`src/rtl/boot_loader.sv`:
```
// -----------------------------------------------------------------------------
// boot_loader
//   Receives a program image over a byte stream and writes it into a 128-bit
//   wide instruction memory one 32-bit slot at a time. The core is held in
//   reset until the image is fully written.
//
//   Stream format: a 4-byte little-endian word count N. If 0 < N <= 65536, it
//   is followed by N little-endian 32-bit instruction words.
//
// Ports
//   clk        in   clock, rising edge
//   rst        in   asynchronous reset, active low
//   rx_data    in   [7:0] received byte
//   rx_valid   in   one-cycle strobe qualifying rx_data
//   rx_ready   out  loader can take a byte (HDR / DATA)
//   stall      in   fetch stalled; a pending write waits while high
//   iw_we      out  instruction-memory write request (only in WRITE)
//   iw_addr    out  [13:0] bundle index = word index [15:2]
//   iw_slot    out  [1:0]  slot in bundle = word index [1:0]
//   iw_data    out  [31:0] instruction word
//   hold_core  out  high in every state except DONE
//   done       out  level, load finished
//   err        out  level, header count out of range
//   overrun    out  sticky, a byte arrived while rx_ready was low
//   tx_data    out  [7:0] status byte (AA = done, EE = error)
//   tx_valid   out  one-cycle strobe for tx_data
//   state_dbg  out  [2:0] current FSM state, for observation only
//
// Handshake: a byte is consumed on a rising edge where rx_valid and rx_ready
// are both high. A write is accepted on a rising edge where iw_we is high and
// stall is low; until then iw_we/iw_addr/iw_slot/iw_data hold steady.
// -----------------------------------------------------------------------------
module boot_loader (
   input  logic        clk,
   input  logic        rst,
   input  logic [7:0]  rx_data,
   input  logic        rx_valid,
   output logic        rx_ready,
   input  logic        stall,
   output logic        iw_we,
   output logic [13:0] iw_addr,
   output logic [1:0]  iw_slot,
   output logic [31:0] iw_data,
   output logic        hold_core,
   output logic        done,
   output logic        err,
   output logic        overrun,
   output logic [7:0]  tx_data,
   output logic        tx_valid,
   output logic [2:0]  state_dbg
);

   localparam logic [2:0] S_HDR   = 3'd0;
   localparam logic [2:0] S_DATA  = 3'd1;
   localparam logic [2:0] S_WRITE = 3'd2;
   localparam logic [2:0] S_DONE  = 3'd3;
   localparam logic [2:0] S_ERR   = 3'd4;

   localparam logic [31:0] MAX_WORDS = 32'd65536;

   logic [2:0]  state_q,    state_d;
   logic [1:0]  bcnt_q,     bcnt_d;
   logic [31:0] n_q,        n_d;
   logic [31:0] data_q,     data_d;
   logic [15:0] w_q,        w_d;
   logic        overrun_q,  overrun_d;
   logic        tx_valid_q, tx_valid_d;
   logic [7:0]  tx_data_q,  tx_data_d;

   logic        take;
   logic [31:0] n_next;
   logic [31:0] data_next;

   // Status outputs decode directly from state, so an async reset in WRITE
   // drops iw_we without waiting for a clock.
   assign rx_ready  = (state_q == S_HDR) || (state_q == S_DATA);
   assign iw_we     = (state_q == S_WRITE);
   assign hold_core = (state_q != S_DONE);
   assign done      = (state_q == S_DONE);
   assign err       = (state_q == S_ERR);
   assign iw_addr   = w_q[15:2];
   assign iw_slot   = w_q[1:0];
   assign iw_data   = data_q;
   assign overrun   = overrun_q;
   assign tx_valid  = tx_valid_q;
   assign tx_data   = tx_data_q;
   assign state_dbg = state_q;

   assign take = rx_valid && rx_ready;

   always_comb begin
      // Incoming byte merged into its little-endian lane; the header decision
      // is made on the merged value so the transition happens at the 4th byte.
      n_next    = n_q;
      n_next[{bcnt_q, 3'b000} +: 8] = rx_data;
      data_next = data_q;
      data_next[{bcnt_q, 3'b000} +: 8] = rx_data;

      state_d    = state_q;
      bcnt_d     = bcnt_q;
      n_d        = n_q;
      data_d     = data_q;
      w_d        = w_q;
      overrun_d  = overrun_q | (rx_valid & ~rx_ready);
      tx_valid_d = 1'b0;
      tx_data_d  = tx_data_q;

      case (state_q)
         S_HDR: begin
            if (take) begin
               n_d    = n_next;
               bcnt_d = bcnt_q + 2'd1;
               if (bcnt_q == 2'd3) begin
                  if (n_next == 32'd0) begin
                     state_d    = S_DONE;
                     tx_valid_d = 1'b1;
                     tx_data_d  = 8'hAA;
                  end else if (n_next > MAX_WORDS) begin
                     state_d    = S_ERR;
                     tx_valid_d = 1'b1;
                     tx_data_d  = 8'hEE;
                  end else begin
                     state_d = S_DATA;
                  end
               end
            end
         end
         S_DATA: begin
            if (take) begin
               data_d = data_next;
               bcnt_d = bcnt_q + 2'd1;
               if (bcnt_q == 2'd3) begin
                  state_d = S_WRITE;
               end
            end
         end
         S_WRITE: begin
            if (!stall) begin
               w_d = w_q + 16'd1;
               // Compare in 32 bits: N may be 65536, one past W's range.
               if (({16'd0, w_q} + 32'd1) == n_q) begin
                  state_d    = S_DONE;
                  tx_valid_d = 1'b1;
                  tx_data_d  = 8'hAA;
               end else begin
                  state_d = S_DATA;
               end
            end
         end
         S_DONE:  state_d = S_DONE;
         S_ERR:   state_d = S_ERR;
         default: state_d = S_HDR;
      endcase
   end

   always_ff @(posedge clk or negedge rst) begin
      if (!rst) begin
         state_q    <= S_HDR;
         bcnt_q     <= 2'd0;
         n_q        <= 32'd0;
         data_q     <= 32'd0;
         w_q        <= 16'd0;
         overrun_q  <= 1'b0;
         tx_valid_q <= 1'b0;
         tx_data_q  <= 8'd0;
      end else begin
         state_q    <= state_d;
         bcnt_q     <= bcnt_d;
         n_q        <= n_d;
         data_q     <= data_d;
         w_q        <= w_d;
         overrun_q  <= overrun_d;
         tx_valid_q <= tx_valid_d;
         tx_data_q  <= tx_data_d;
      end
   end

endmodule

```
`config.mk`:
```
export PLATFORM = sky130hd
export DESIGN_NAME = boot_loader
export DESIGN_NICKNAME = d
export VERILOG_FILES = /design/src/rtl/boot_loader.sv
export SDC_FILE = /design/constraint.sdc
export NUM_CORES = 1
export LEC_CHECK = 0
export CAP_MARGIN = 20
export CORE_UTILIZATION = 53
export DETAILED_ROUTE_END_ITERATION = 8
export GPL_TIMING_DRIVEN = 0
export PLACE_DENSITY = 0.8
export SKIP_CTS_REPAIR_TIMING = 1
export SLEW_MARGIN = 20
export SYNTH_ARGS = -nofsm -noshare
export SYNTH_HDL_FRONTEND = slang
export SYNTH_SLANG_ARGS = --single-unit
```
`constraint.sdc`:
```
create_clock -name clk -period 3.58 [get_ports clk]
set_clock_uncertainty 0.1 [all_clocks]
set_input_delay 0.716 -clock clk [delete_from_list [all_inputs] [get_ports clk]]
set_output_delay 0.716 -clock clk [all_outputs]
set_load 0.01 [all_outputs]
```
==> results of run 1 <==
## critical path, stage by stage
cell and delay (ns):
clkdlybuf4s50_1 0.58, nor4_1 0.42, or4b_1 0.49, a311o_1 0.34
a31oi_1 0.31, o21ai_1 0.17, or3_1 0.34, a31oi_1 0.13
## final cells by class
type                    count  area, um2
clock inverters             3       65.1
inverters                  11       41.3
multi-input cells         349       2000
plain buffers              24        165
fillers                   642       2330
flip-flops and latches     89       2230
clock buffers              11        151
repair buffers             76        776
well taps                 102        128
## Yosys cell counts, types with 3 or more instances
cell type    n  area, um2
nand2_1    118        443
dfrtp_1     89       2230
o21ai_0     63        315
xnor2_1     24        210
nor2_1      15       56.3
clkbuf_1    11       41.3
inv_1       11       41.3
nand3_1     10       50.1
xor2_1      10       87.6
nor3_1       9       45.0
nor4_1       9       56.3
a21oi_1      8       40.0
buf_6        7       78.8
nand4_1      7       43.8
buf_4        6       45.0
ha_1         6       75.1
a31oi_1      5       31.3
o21ai_1      5       25.0
nor3b_1      4       30.0
or3_1        4       25.0
and3_1       3       18.8
mux2_2       3       33.8
nand3b_1     3       22.5
nor2b_1      3       18.8
## cells by family after synthesis
logic type / after synthesis / share of synthesized area, %
simple gates: 203 / 22.3
compound gates: 101 / 13.5
flops: 89 / 50.3
buf+inv: 35 / 4.66
xor+xnor: 34 / 6.72
fa+ha+maj: 6 / 1.69
mux: 3 / 0.763
other cells: 1 / 0.0847
## through the flow
step	utilization, %	worst slack [ns]	instances	cell area [um2]	setup TNS (ns)
after floorplan	-	0.878	473	4430	0
after global placement	67.3	-1.40	650	5310	-123.89
after detailed placement	67.7	-0.00885	651	5340	-0.00885
after CTS	70.5	0.334	665	5560	0
after global routing	70.5	0.121	665	5560	0
final	70.5	0.259	665	5560	0
## flip-flops by register name, indices dropped and copies added (netlist names)
name	count
w_q	16
bcnt_q	2
iw_data	32
state_dbg	3
tx_data	2
tx_valid	1
overrun	1
n_q	32
## where the power goes
part | total [mW] | internal, mW | switching, mW
registers | 1.01 | 1.01 | 0.00241
clock network | 0.766 | 0.423 | 0.343
logic | 0.0619 | 0.0214 | 0.0405
## routing by layer
layer  GRT usage (%)  vias to the layer above
met5               0                        -
met1            33.3                     1848
li1                -                     1807
met3            3.58                       24
met4            11.5                        0
met2            45.7                      123
## worst max-delay path by stage
stage | endpoint | depth (start not counted)
final | state_dbg[0]$_DFFE_PN0P_ | 8
after global routing | state_dbg[0]$_DFFE_PN0P_ | 8
after CTS | state_dbg[0]$_DFFE_PN0P_ | 8
after detailed placement | state_dbg[0]$_DFFE_PN0P_ | 8
after global placement | overrun$_DFF_PN0_ | 1
after floorplan | state_dbg[0]$_DFFE_PN0P_ | 7
==> results_dict.tcl, run 1 <==
set metrics [dict create \
    grt_use_total_pct 26.5 \
    powerDensity_nw_per_um2 330 \
    drt_iter0_markers 262 \
    cp-start-kind "primary input" \
    cts.sinks 89 \
    outcome "completed" \
    clk_pin_slew_ns 0.08 \
    finalHoldViolations 0 \
    final_cell_mix "118 x nand2_1, 89 x dfrtp_1, 74 x clkdlybuf4s50_1" \
    rsz0062_at_grt "no" \
    grt_pass1_wl_um 17700 \
    fmax_ghz 0.301 \
    highest_layer "met4" \
    finalPower_mw 1.84 \
    slew_viol_final 0 \
    clock-root-buffer "clkbuf_8" \
    numCtsBuffers 9 \
    wl_met2_um 5430 \
    layout_commonest_cell "nand2_1" \
    r2r_setup_slack_ns 0.52 \
    cts-htree-levels 3 \
    crit_path_max_fanout 5 \
    wl_per_cell_um 16.4 \
    grt_pass1_vias 3700 \
    place_congestion 0.954 \
    antenna_left 0 \
    tightest_slew_ns 0.951 \
    diodes 0 \
    synth_seq_cells 89 \
    drc_errors 0 \
    r2r_cells 9 \
    vias 3802 \
    grt_max_degree 47 \
    synth-seq-area-share_pct 50.3 \
    cp_data_required_time_ns 3.76 \
    ir_drop_uv 249 \
    drt-met1-wl_um 4610 \
    hold_ws_ns 0.255 \
    hpwl_um 8120 \
    syn-instance-count 472 \
    synth_cell_types 57 \
    die_height_um 93.4 \
    clockBufferDepth 2 \
    area_delta_synth_final_pct 25.5 \
    cts_tree "yes" \
    start_util_pct 56.2 \
    synth_area_um2 4430 \
    insertion_delay_ns 0.35 \
    fp.dieW_um 93.4 \
    slew_headroom_pct 36.1 \
    pin_count 78 \
    reg2reg_to "tx_data[6]$_DFFE_PN0P_" \
    power_leakage_nw 2.37 \
    port_buffers 75 \
    criticalPathCategory "in2reg" \
    startpoint "rx_data[7]" \
    r2r-start "bcnt_q[0]$_DFFE_PN0P_" \
    overflow 0 \
    final.period_utilization_pct 92.8 \
    final_nets 578 \
    wl_met3_um 553 \
    dieArea_um2 8730 \
    synth_edf_count 0 \
    cp-end-kind "register" \
    avgViaCountPerCell 5.72 \
    worst_ep_arrival_time_ns 3.50 \
    drive_gt1_share_pct 8.35 \
    setup-violations-final 0 \
    maxCapViolations 0 \
    hp-class "in2async" \
    ys_warn_count 0 \
    synthFlopType "dfrtp_1" \
    core_um2 7890 \
    wl_um 10900 \
    fin_crit_ns 3.32 \
    dr.pass1.iters 5 \
    rows 32 \
    synthArstFlopShare_pct 100 \
    postSynthAreaPerCell_um2 9.38 \
    antenna_found_initial 0 \
]
No activity file was read; power rests on OpenSTA's default activity.
==> run 2, diff against run 1 <==
--- a/config.mk
+++ b/config.mk
@@ -5,7 +5,6 @@
 export SDC_FILE = /design/constraint.sdc
 export NUM_CORES = 1
 export LEC_CHECK = 0
-export CAP_MARGIN = 20
 export CORE_UTILIZATION = 53
 export DETAILED_ROUTE_END_ITERATION = 8
 export GPL_TIMING_DRIVEN = 0
==> results of run 2 <==
The final DEF is identical to that of run 1; final timing and power are the same.
==> run 3, diff against run 2 <==
--- a/config.mk
+++ b/config.mk
@@ -5,10 +5,11 @@
 export SDC_FILE = /design/constraint.sdc
 export NUM_CORES = 1
 export LEC_CHECK = 0
-export CORE_UTILIZATION = 53
+export ABC_AREA = 1
+export CORE_UTILIZATION = 55
 export DETAILED_ROUTE_END_ITERATION = 8
 export GPL_TIMING_DRIVEN = 0
-export PLACE_DENSITY = 0.8
+export PLACE_DENSITY = 0.81
 export SKIP_CTS_REPAIR_TIMING = 1
 export SLEW_MARGIN = 20
 export SYNTH_ARGS = -nofsm -noshare
==> run 3 against run 2 <==
Net effect:
- final cell count increased by 34%
- clock-buffer cell count unchanged
- non-clock buffer count unchanged
- die area increased by 12%
- sequential power increased by 79%
- synthesized cell count increased by 47%
- clock power increased by 4.4%
- critical path depth decreased by 2
- highest routed layer unchanged
==> results_dict.tcl, run 3 <==
set metrics [dict create \
    outcome "completed" \
    power_leakage_nw 2.94 \
    final_cell_mix "224 x nand2_1, 89 x dfrtp_1, 74 x clkdlybuf4s50_1" \
    antenna_left 0 \
    rsz0062_at_grt "no" \
    slew_viol_final 0 \
    dieArea_um2 9750 \
    startpoint "state_dbg[0]$_DFFE_PN0P_" \
    core_um2 8890 \
    internal_power_mw 3.20 \
    power.switching_mw 2.68 \
    place_congestion 0.917 \
    worst_ep_arrival_time_ns 2.00 \
    rows 34 \
    slew_headroom_pct 50.9 \
    synth_area_um2 5150 \
    seqPwrFrac_pct 30.8 \
    combPwrFrac_pct 55.6 \
    p_clk_share_pct 13.6 \
    hold_ws_ns 0.307 \
    yosys.area.top_type "dfrtp_1" \
    cp-end-kind "output port" \
    cts-htree-levels 3 \
    wl_um 13400 \
    switching_share_pct 45.5 \
    drive_gt1_share_pct 11.2 \
    dr.pass1.iters 5 \
    hpwl_um 10400 \
    diodes 0 \
    synthFlopType "dfrtp_1" \
    r2r_cells 17 \
    clk_pin_slew_ns 0.10 \
    cts_tree "yes" \
    powerDensity_nw_per_um2 936 \
    r2r_setup_slack_ns 0.80 \
    clockBufferDepth 2 \
    wl_per_cell_um 15.0 \
    synthTopCellsByCount "224 x nand2_1, 89 x dfrtp_1, 64 x nand3_1, 61 x inv_1, 61 x o21ai_0" \
    grt_use_total_pct 29.7 \
    antenna_found_initial 0 \
    setup-violations-final 0 \
    maxCapViolations 0 \
    avgViaCountPerCell 5.43 \
    overflow 0 \
    path_delay_family "buffers and inverters" \
    fp.dieW_um 98.7 \
    tightest_slew_ns 0.737 \
    die_height_um 98.7 \
    fmax_ghz 0.356 \
    clock-root-buffer "clkbuf_8" \
    synth_edf_count 0 \
    port_buffers 75 \
    criticalPathCategory "reg2out" \
    fin_crit_ns 2.81 \
    syn-instance-count 692 \
    final_nets 798 \
    area_delta_synth_final_pct 22.1 \
    finalPower_mw 5.88 \
    postSynthAreaPerCell_um2 7.44 \
    reg2reg_to "tx_data[5]$_DFFE_PN0P_" \
    vias 4849 \
    crit_path_end "rx_ready" \
    synth_seq_cells 89 \
    insertion_delay_ns 0.37 \
    crit_path_max_fanout 7 \
    ir_drop_uv 444 \
    grt_pass1_wl_um 22800 \
    numCtsBuffers 9 \
    grt_pass1_vias 4839 \
    drc_errors 0 \
    synth_top_area_share_pct 43.3 \
    drt_iter0_markers 234 \
    synthArstFlopShare_pct 100 \
    finalHoldViolations 0 \
    start_util_pct 57.9 \
    layout_commonest_cell "nand2_1" \
    cp.depth 6 \
    cp_slowest_stage_delay_ns 0.55 \
    crit_path_top_delay_cell "clkdlybuf4s50_1" \
    final.period_utilization_pct 78.6 \
    grt_max_degree 57 \
    ys_warn_count 0 \
    hp-class "in2async" \
    yosys-top-cells-area "dfrtp_1 43%, nand2_1 16%, nand3_1 6.2%, o21ai_0 5.9%, inv_1 4.4%" \
    synth_cell_types 41 \
    critical_path_buf_inv_count 3 \
    cp_data_required_time_ns 2.76 \
    crit_chain "nor2_1 -> inv_1 -> nor2_1 -> inv_1 -> nand2_1 -> clkdlybuf4s50_1" \
    synth-seq-area-share_pct 43.3 \
    pin_count 78 \
    cp-start-kind "register" \
    cts.sinks 89 \
    post-synth-top-count-cell "nand2_1" \
    r2r-start "bcnt_q[0]$_DFFE_PN0P_" \
]
## run 3: worst min path at each step
stage | end | slack (ns) | depth (start not counted)
2_1_floorplan | bcnt_q[0]$_DFFE_PN0P_ | 0.32 | 0
3_3_place_gp | overrun$_DFF_PN0_ | 0.36 | 1
3_5_place_dp | overrun$_DFF_PN0_ | 0.37 | 1
4_1_cts | w_q[1]$_DFFE_PN0P_ | 0.32 | 1
5_1_grt | w_q[1]$_DFFE_PN0P_ | 0.36 | 1
6_report | w_q[1]$_DFFE_PN0P_ | 0.31 | 1
## run 3: layout make-up
class | count | area, um2
well taps | 108 | 135
flip-flops and latches | 89 | 2230
repair buffers | 76 | 768
clock inverters | 5 | 86.3
plain buffers | 24 | 139
inverters | 66 | 255
clock buffers | 11 | 141
multi-input cells | 514 | 2530
fillers | 734 | 2610
## run 3: logic make-up (layout without fill, tap and decap cells)
logic type,count (synthesis),in the layout,share of synthesized area [%]
other cells,1,2,0.0729
xor+xnor,7,7,1.19
fa+ha+maj,6,6,1.46
flops,89,89,43.3
mux,5,5,1.05
simple gates,403,403,35.6
buf+inv,90,182,7.66
compound gates,91,91,9.70
## run 3: metal layers
metal | wire length, um | vias up | part of all wire (%) | GRT usage (%)
met5 | 0 | - | 0 | 0
met4 | 504 | 0 | 3.8 | 13.4
met3 | 477 | 39 | 3.6 | 4.33
met2 | 6670 | 145 | 50 | 51.8
met1 | 5730 | 2272 | 43 | 36.7
li1 | - | 2393 | - | -
## run 3: power groups by stage
stage / Combinational (mW) / Sequential, mW / Clock, mW
floorplan: 2.05 / 1.84 / 0
global placement: 3.17 / 1.80 / 0
detailed placement: 3.26 / 1.82 / 0
CTS: 3.27 / 1.80 / 0.809
global route: 3.66 / 1.87 / 0.843
finish: 3.27 / 1.81 / 0.800
## run 3: stage by stage
| step | cell area, um2 | worst slack, ns | util (%) | std cells | TNS, ns |
|---|---|---|---|---|---|
| CTS | 6280 | 0.774 | 70.6 | 893 | 0 |
| detailed placement | 6050 | 0.802 | 68.1 | 877 | 0 |
| global route | 6280 | 0.664 | 70.6 | 893 | 0 |
| global placement | 6040 | -1.49 | 67.9 | 876 | -131.90 |
| finish | 6280 | 0.767 | 70.6 | 893 | 0 |
| floorplan | 5150 | 1.22 | - | 693 | 0 |
